### src/rtl/dafx_axi_master.sv
// AXI4-Lite initiator: one command in, one AXI4-Lite transaction out, result held on a
// valid/ready response port. Only one transaction is in flight at a time.
module dafx_axi_master #(
    parameter int AXI_ADDR_WIDTH_P = 16,
    parameter int AXI_DATA_WIDTH_P = 32
) (
    input  logic                          clk,
    input  logic                          rst_n,
    input  logic                          cmd_valid,
    output logic                          cmd_ready,
    input  logic                          cmd_write,
    input  logic [AXI_ADDR_WIDTH_P-1:0]   cmd_addr,
    input  logic [AXI_DATA_WIDTH_P-1:0]   cmd_wdata,
    input  logic [AXI_DATA_WIDTH_P/8-1:0] cmd_wstrb,
    output logic                          rsp_valid,
    input  logic                          rsp_ready,
    output logic [AXI_DATA_WIDTH_P-1:0]   rsp_rdata,
    output logic [1:0]                    rsp_resp,
    output logic [AXI_ADDR_WIDTH_P-1:0]   awaddr,
    output logic                          awvalid,
    input  logic                          awready,
    output logic [AXI_DATA_WIDTH_P-1:0]   wdata,
    output logic [AXI_DATA_WIDTH_P/8-1:0] wstrb,
    output logic                          wvalid,
    input  logic                          wready,
    input  logic [1:0]                    bresp,
    input  logic                          bvalid,
    output logic                          bready,
    output logic [AXI_ADDR_WIDTH_P-1:0]   araddr,
    output logic                          arvalid,
    input  logic                          arready,
    input  logic [AXI_DATA_WIDTH_P-1:0]   rdata,
    input  logic [1:0]                    rresp,
    input  logic                          rvalid,
    output logic                          rready
);

    localparam int STRB_W = AXI_DATA_WIDTH_P / 8;

    typedef enum logic [2:0] {
        IDLE, WRITE, WRESP, READ, RRESP, RESPOND
    } state_t;

    state_t                      state, state_nxt;
    logic                        cmd_ready_nxt, rsp_valid_nxt;
    logic [AXI_DATA_WIDTH_P-1:0] rsp_rdata_nxt;
    logic [1:0]                  rsp_resp_nxt;
    logic [AXI_ADDR_WIDTH_P-1:0] awaddr_nxt, araddr_nxt;
    logic                        awvalid_nxt, wvalid_nxt, bready_nxt;
    logic                        arvalid_nxt, rready_nxt;
    logic [AXI_DATA_WIDTH_P-1:0] wdata_nxt;
    logic [STRB_W-1:0]           wstrb_nxt;

    always_ff @(posedge clk or negedge rst_n) begin
        if (!rst_n) begin
            state     <= IDLE;
            cmd_ready <= 1'b0;
            rsp_valid <= 1'b0;
            rsp_rdata <= '0;
            rsp_resp  <= '0;
            awaddr    <= '0;
            awvalid   <= 1'b0;
            wdata     <= '0;
            wstrb     <= '0;
            wvalid    <= 1'b0;
            bready    <= 1'b0;
            araddr    <= '0;
            arvalid   <= 1'b0;
            rready    <= 1'b0;
        end else begin
            state     <= state_nxt;
            cmd_ready <= cmd_ready_nxt;
            rsp_valid <= rsp_valid_nxt;
            rsp_rdata <= rsp_rdata_nxt;
            rsp_resp  <= rsp_resp_nxt;
            awaddr    <= awaddr_nxt;
            awvalid   <= awvalid_nxt;
            wdata     <= wdata_nxt;
            wstrb     <= wstrb_nxt;
            wvalid    <= wvalid_nxt;
            bready    <= bready_nxt;
            araddr    <= araddr_nxt;
            arvalid   <= arvalid_nxt;
            rready    <= rready_nxt;
        end
    end

    always_comb begin
        state_nxt     = state;
        rsp_valid_nxt = rsp_valid;
        rsp_rdata_nxt = rsp_rdata;
        rsp_resp_nxt  = rsp_resp;
        awaddr_nxt    = awaddr;
        awvalid_nxt   = awvalid;
        wdata_nxt     = wdata;
        wstrb_nxt     = wstrb;
        wvalid_nxt    = wvalid;
        bready_nxt    = bready;
        araddr_nxt    = araddr;
        arvalid_nxt   = arvalid;
        rready_nxt    = rready;

        case (state)
            IDLE: begin
                if (cmd_valid && cmd_ready) begin
                    if (cmd_write) begin
                        awaddr_nxt  = cmd_addr;
                        wdata_nxt   = cmd_wdata;
                        wstrb_nxt   = cmd_wstrb;
                        awvalid_nxt = 1'b1;
                        wvalid_nxt  = 1'b1;
                        state_nxt   = WRITE;
                    end else begin
                        araddr_nxt  = cmd_addr;
                        arvalid_nxt = 1'b1;
                        state_nxt   = READ;
                    end
                end
            end
            WRITE: begin
                // A channel whose valid is already low has completed its beat.
                if (awvalid && awready) awvalid_nxt = 1'b0;
                if (wvalid && wready)   wvalid_nxt  = 1'b0;
                if ((!awvalid || awready) && (!wvalid || wready)) begin
                    bready_nxt = 1'b1;
                    state_nxt  = WRESP;
                end
            end
            WRESP: begin
                if (bvalid && bready) begin
                    rsp_resp_nxt  = bresp;
                    rsp_rdata_nxt = '0;
                    bready_nxt    = 1'b0;
                    rsp_valid_nxt = 1'b1;
                    state_nxt     = RESPOND;
                end
            end
            READ: begin
                if (arready) begin
                    arvalid_nxt = 1'b0;
                    rready_nxt  = 1'b1;
                    state_nxt   = RRESP;
                end
            end
            RRESP: begin
                if (rvalid && rready) begin
                    rsp_rdata_nxt = rdata;
                    rsp_resp_nxt  = rresp;
                    rready_nxt    = 1'b0;
                    rsp_valid_nxt = 1'b1;
                    state_nxt     = RESPOND;
                end
            end
            RESPOND: begin
                if (rsp_ready) begin
                    rsp_valid_nxt = 1'b0;
                    state_nxt     = IDLE;
                end
            end
            default: state_nxt = IDLE;
        endcase

        // Ready only while idle, so a new command lands the cycle after the response leaves.
        cmd_ready_nxt = (state_nxt == IDLE);
    end

endmodule
### config.mk
export PLATFORM = sky130hd
export DESIGN_NAME = dafx_axi_master
export DESIGN_NICKNAME = d
export VERILOG_FILES = /design/src/rtl/dafx_axi_master.sv
export SDC_FILE = /design/constraint.sdc
export NUM_CORES = 1
export LEC_CHECK = 0
export ABC_AREA = 1
export BUFFER_PORTS_ARGS = -buffer_cell sky130_fd_sc_hd__clkbuf_2
export CAP_MARGIN = 20
export CELL_PAD_IN_SITES_DETAIL_PLACEMENT = 1
export CELL_PAD_IN_SITES_GLOBAL_PLACEMENT = 2
export CORE_MARGIN = 2
export CORE_UTILIZATION = 26
export CTS_BUF_LIST = sky130_fd_sc_hd__clkbuf_8
export CTS_CLUSTER_SIZE = 8
export DETAILED_ROUTE_END_ITERATION = 6
export GPL_TIMING_DRIVEN = 0
export MAX_ROUTING_LAYER = met4
export PLACE_DENSITY = 0.9
export SYNTH_ARGS = -nofsm -noshare
export SYNTH_HDL_FRONTEND = slang
export SYNTH_SLANG_ARGS = --single-unit
### constraint.sdc
create_clock -name clk -period 1.7 [get_ports clk]
set_clock_uncertainty 0.15 [all_clocks]
set_input_delay 0.34 -clock clk [delete_from_list [all_inputs] [get_ports clk]]
set_output_delay 0.34 -clock clk [all_outputs]
set_load 0.02 [all_outputs]
### Word level (Yosys, flattened, before mapping)

Index checks and enable logic that the tools add are counted.

| storage, ports and cells | value |
|---|---|
| word-level logic and storage cells | 91 |
| input port bits | 98 |
| flip-flop bits (word level) | 112 |

| cells by class | value |
|---|---|
| reductions and logical operators | 27 |
| mux-type cells | 34 |
| bitwise operators | 1 |
| eq/ne operators | 15 |

Operators by type and width:

| cell | count |
|---|---|
| $mux 32 | 2 |
| $pmux 32 s2 | 1 |
| $ne 2x2->1 const B | 10 |
| $mux 3 | 6 |
| $pmux 3 s6 | 1 |
| $reduce_and 4->1 | 4 |
| $reduce_and 3->1 | 5 |
| $mux 1 | 14 |
| $pmux 1 s2 | 5 |
| $reduce_bool 2->1 | 5 |
| $eq 3x2->1 const B | 2 |
| $eq 3x3->1 const B | 2 |
| $logic_and 1x1->1 | 6 |
| $logic_not 3->1 | 2 |
| $mux 2 | 3 |
| $pmux 2 s2 | 1 |
| $eq 3x1->1 const B | 1 |
| $pmux 1 s3 | 1 |
| $reduce_bool 3->1 | 1 |
| $logic_not 1->1 | 2 |
| $logic_or 1x1->1 | 2 |
| $not 1->1 | 1 |

### Depth between registers and ports, before layout

| depth | value |
|---|---|
| depth after elaboration | 6 |
| depth in mapped cells | 9 |
| depth with buffers taken out | 9 |

### Least setup slack after synthesis

Ideal clock, no wire load.

| timing path | value |
|---|---|
| path type | reg-to-reg |
| from | register state[1] |
| to | register awaddr[0] |
| setup time | 117 ps |
| setup slack | 178 ps |
| cell stages (with the launch flop) | 8 |
| arrival | 1255 ps |
| data required time | 1433 ps |
| cells stage by stage | dfrtp_1 > nor2_4 > nand4_1 > nor2_2 > inv_2 > buf_2 > nand2_1 > nand2_1 |

| between the ends | value |
|---|---|
| word-level cells in the longest chain between the ends | 2 |

RTL lines:

| item | RTL line | source |
|---|---|---|
| from (decl) | 44 | `state_t state, state_nxt;` |
| from (signal assigned) | 71 | `state <= state_nxt;` |
| $logic_not 3->1 | 103 | `case (state)` |
| $reduce_and 3->1 (no source line) | - |  |
| to (signal assigned) | 76 | `awaddr <= awaddr_nxt;` |
| to (decl) | 19 | `output logic [AXI_ADDR_WIDTH_P-1:0] awaddr,` |

No other way between the ends.
A chain may end at the register's enable or synchronous reset.

### Worst setup path in the final report

| timing path | value |
|---|---|
| from | register state[0] |
| to | register wdata[20] |

| between the ends | value |
|---|---|
| word-level cells in the longest chain between the ends | 2 |

RTL lines:

| item | RTL line | source |
|---|---|---|
| $logic_not 3->1 | 103 |  |
| $reduce_and 3->1 (no source line) | - |  |
| to (signal assigned) | 78 | `wdata <= wdata_nxt;` |
| to (decl) | 22 | `output logic [AXI_DATA_WIDTH_P-1:0] wdata,` |

No other way between the ends.

==> metrics.txt <==
async set-or-reset flop fraction in the synthesized netlist between 90% and 100%; Comb power frac roughly half; Die W approximately 140 microns; Die ar. roughly 19000 sq um; Seq/Total Area, Yosys between 60% and 70%; Worst setup EP type register; Post-synth EDFFs 0; antenna-violating nets left 0; Yosys top cell by area dfrtp_1; number of synthesis warnings 0; CTS Root Cell clkbuf_8; Max-slew headroom roughly 70%; worst-path cell chain nor2_4 -> nand4_1 -> nor2_4 -> clkinv_4 -> buf_4 -> nand2_1 -> nand2_1; ant diodes 0; count of cell types in the netlist 19; Reg clk slew, reported paths about 0.11 ns; Clock power frac around an eighth; Cells after Synth about 530; R2R setup slack around 0.055 ns; initial core utilization 26.44%; CP max stage delay 0.45 ns; LEAKAGE approximately 3.8 nW; MaxCap Viol Count 0; final hold vios 0; DRC Markers 0; GR peak layer met2; class of the worst hold path input port to register; Cell Pwr Density 1759 nW/um^2; clock tree from TritonCTS done; WP data required ~1.8 ns; Hold Startpoint cmd_wdata[10]; mux contribution to synthesized area 0%; routed wire length between 15000 and 20000 microns; vias between 4k and 5k; CP startpoint state[0]$_DFF_PN0_; WHS Path Cells 3; FMAX 607.7 MHz; main combinational cell family by area after synthesis simple AND/OR/NAND/NOR gates; core area ~17000 sq um; cell count after placement just under 1k; Stages on worst setup path 7; Synth Area in Adders 0%; RSZ-0062 raised after global routing yes; outcome complete, no violations; fin cells about 1.0k; top cells by area, synth dfrtp_1 62%, nand2_1 26%, buf_2 1.9%, o21ai_1 1.9%, inv_1 1.4%; count leader, synth nand2_1; met3 GRT Util roughly 5.0%; cell count of the worst reg-to-reg path 7; Tmin final roughly 1.6 ns; synthesized area 4542 sq um; fill count 2125; worst hold slack between 0.02 and 0.025 ns; fin. max-slew vios 0; Max IR drop VDD ~580 uV; die height about 140 microns; clock buffer depth 2; Post-Syn Nets 630; largest net degree at the start of global routing 63; post-route cell area 6756 sq um; Post-Synth XOR/XNOR Area 0%; DP Wirelength around 11000 microns; post-synthesis simple-gate area fraction about 29%; TritonCTS Buffers 9; fin crit share 96.79%; DR iter-0 viols between 90 and 100; # nets final around 900; RR Startpoint state[0]$_DFF_PN0_; first-pass GRT wire length around 23000 microns; Worst-Skew Late Latency around 0.38 ns; sequential group share of total power roughly 38%; Cell Int Power between 0.006 and 0.007 W; syn_area_per_cell 8.537 sq um; Total Routing Usage GR ~16%; #FFs+latches synth ~110; Vias/cell 4.286; Slew @ Worst Pin around 0.47 ns; CP arrival 1.77 ns; share of post-route cells with drive strength above 1 a little over a third; kind of cell adding the most delay to the critical path simple AND/OR/NAND/NOR gates; switch share a little under half; placed instance area 5891 sq um; kind of critical path register to register; row count between 40 and 50; H-tree levels 3; met2 usage a little over a quarter; Sw Pwr ~0.0054 W; Util after Layout between 30% and 40%; wire length per cell roughly 15 microns; IO buf count slightly above 200; Finish-stage setup viols 0; Slowest-stage cell, CP dfrtp_2; Area Overhead vs Synth 48.76%; vias in the first global route about 4.6k; area share of the largest cell type after synthesis 61.71%; Commonest cells post-synth 310 x nand2_1, 112 x dfrtp_1, 17 x buf_2, 17 x inv_1, 17 x o21ai_1; crit path max fanout 10; initial antenna violation count 0; Synth Area in Compound Gates 4.160%; I/O pins between 200 and 250; GP Congestion 0.7184; CP Launch Type register; GR Util met1 between 10% and 20%; dominant synthesized flop cell dfrtp_1; GRT overflow 0; Clock Sinks 112; Buf/Inv on CP 2; FF-to-FF End wdata[20]$_DFFE_PN0P_; first-pass iteration count of the detailed router 4; Worst Setup EP wdata[20]$_DFFE_PN0P_
flip-flops by register name, summed over array words and instances, names as in the netlist:
signal and flops:
bready 1, wdata 32, wvalid 1, rsp_valid 1
rsp_rdata 32, state 3, wstrb 4, rready 1
rsp_resp 2, arvalid 1, cmd_ready 1, awaddr 16
araddr 16, awvalid 1
cell type report:
class / instances / area (sq um) / area share (%)
flip-flops and latches: 112 / 2805 / 41.52
repair buffers: 260 / 1627 / 24.07
multi-input cells: 376 / 1578 / 23.35
well taps: 225 / 281.5 / 4.167
plain buffers: 21 / 198.9 / 2.944
clock buffers: 10 / 137.6 / 2.037
inverters: 22 / 95.09 / 1.407
clock inverters: 6 / 28.78 / 0.4259
repair inverters: 1 / 5.005 / 0.07407
repair_timing:
item                                    4_1_cts  5_1_grt
endpoints found under the setup margin       98       88
pin swaps                                     4        5
resized for setup                            18       25
hold endpoints to repair                     83        0
gates cloned                                  0        3
buffers inserted                             11        6
hold buffers                                 34        0
cells in the final DEF (no fill, tap or decap), drive strengths merged:
master / synthesis / final
clkbuf: 2 / 222
nor3: 2 / 2
inv: 22 / 24
clkinvlp: 0 / 1
dfrtp: 112 / 112
nand2: 312 / 312
buf: 20 / 35
clkinv: 0 / 4
dlygate4sd3: 0 / 34
nand4: 2 / 2
nor2: 16 / 16
o21ai: 34 / 34
nand3: 10 / 10
cells by family (layout without fill, tap and decap cells):
| group | after synthesis | in the layout |
|---|---|---|
| AOI/OAI and AO/OA | 34 | 34 |
| DFF | 112 | 112 |
| and+or+nand+nor | 342 | 342 |
| buffers and inverters | 44 | 320 |
metal layers:
layer  wire length [microns]  up-vias
met3                    1260       28
met5                       0        -
met4                     352        0
met1                    6272     2081
met2                    7269      158
li1                        -     2160
worst min-delay path, stage by stage:
cell,delay [ns]
clkbuf_2,0.09
nand2_1,0.05
nand2_1,0.05
power groups by stage:
stage | Clock, W | Sequential [W] | Combinational [W]
2_1_floorplan | 0 | 0.00589 | 0.00182
3_3_place_gp | 0 | 0.00451 | 0.00516
3_5_place_dp | 0 | 0.00455 | 0.00526
4_1_cts | 0.00156 | 0.00451 | 0.00555
5_1_grt | 0.00164 | 0.00465 | 0.00650
6_report | 0.00148 | 0.00449 | 0.00591
stage by stage:
stage	total power (W)	setup slack, ns	setup TNS (ns)
global placement	0.009675	-1.679	-201.54
global route	0.01278	-0.03913	-0.6412
CTS	0.01161	-0.02961	-0.3949
finish	0.01188	0.05453	0
detailed placement	0.009816	-0.3100	-16.40
floorplan	0.007710	0.1785	0
worst min-delay path by stage:
stage / end / slack [ns]
after global routing: wdata[17]$_DFFE_PN0P_ / 0.02
final: wdata[10]$_DFFE_PN0P_ / 0.02
after floorplan: araddr[0]$_DFFE_PN0P_ / -0.11
after global placement: araddr[1]$_DFFE_PN0P_ / 0.30
after CTS: awaddr[15]$_DFFE_PN0P_ / 0.0003
after detailed placement: wdata[8]$_DFFE_PN0P_ / 0.18
Power figures use the tool's default switching activity.
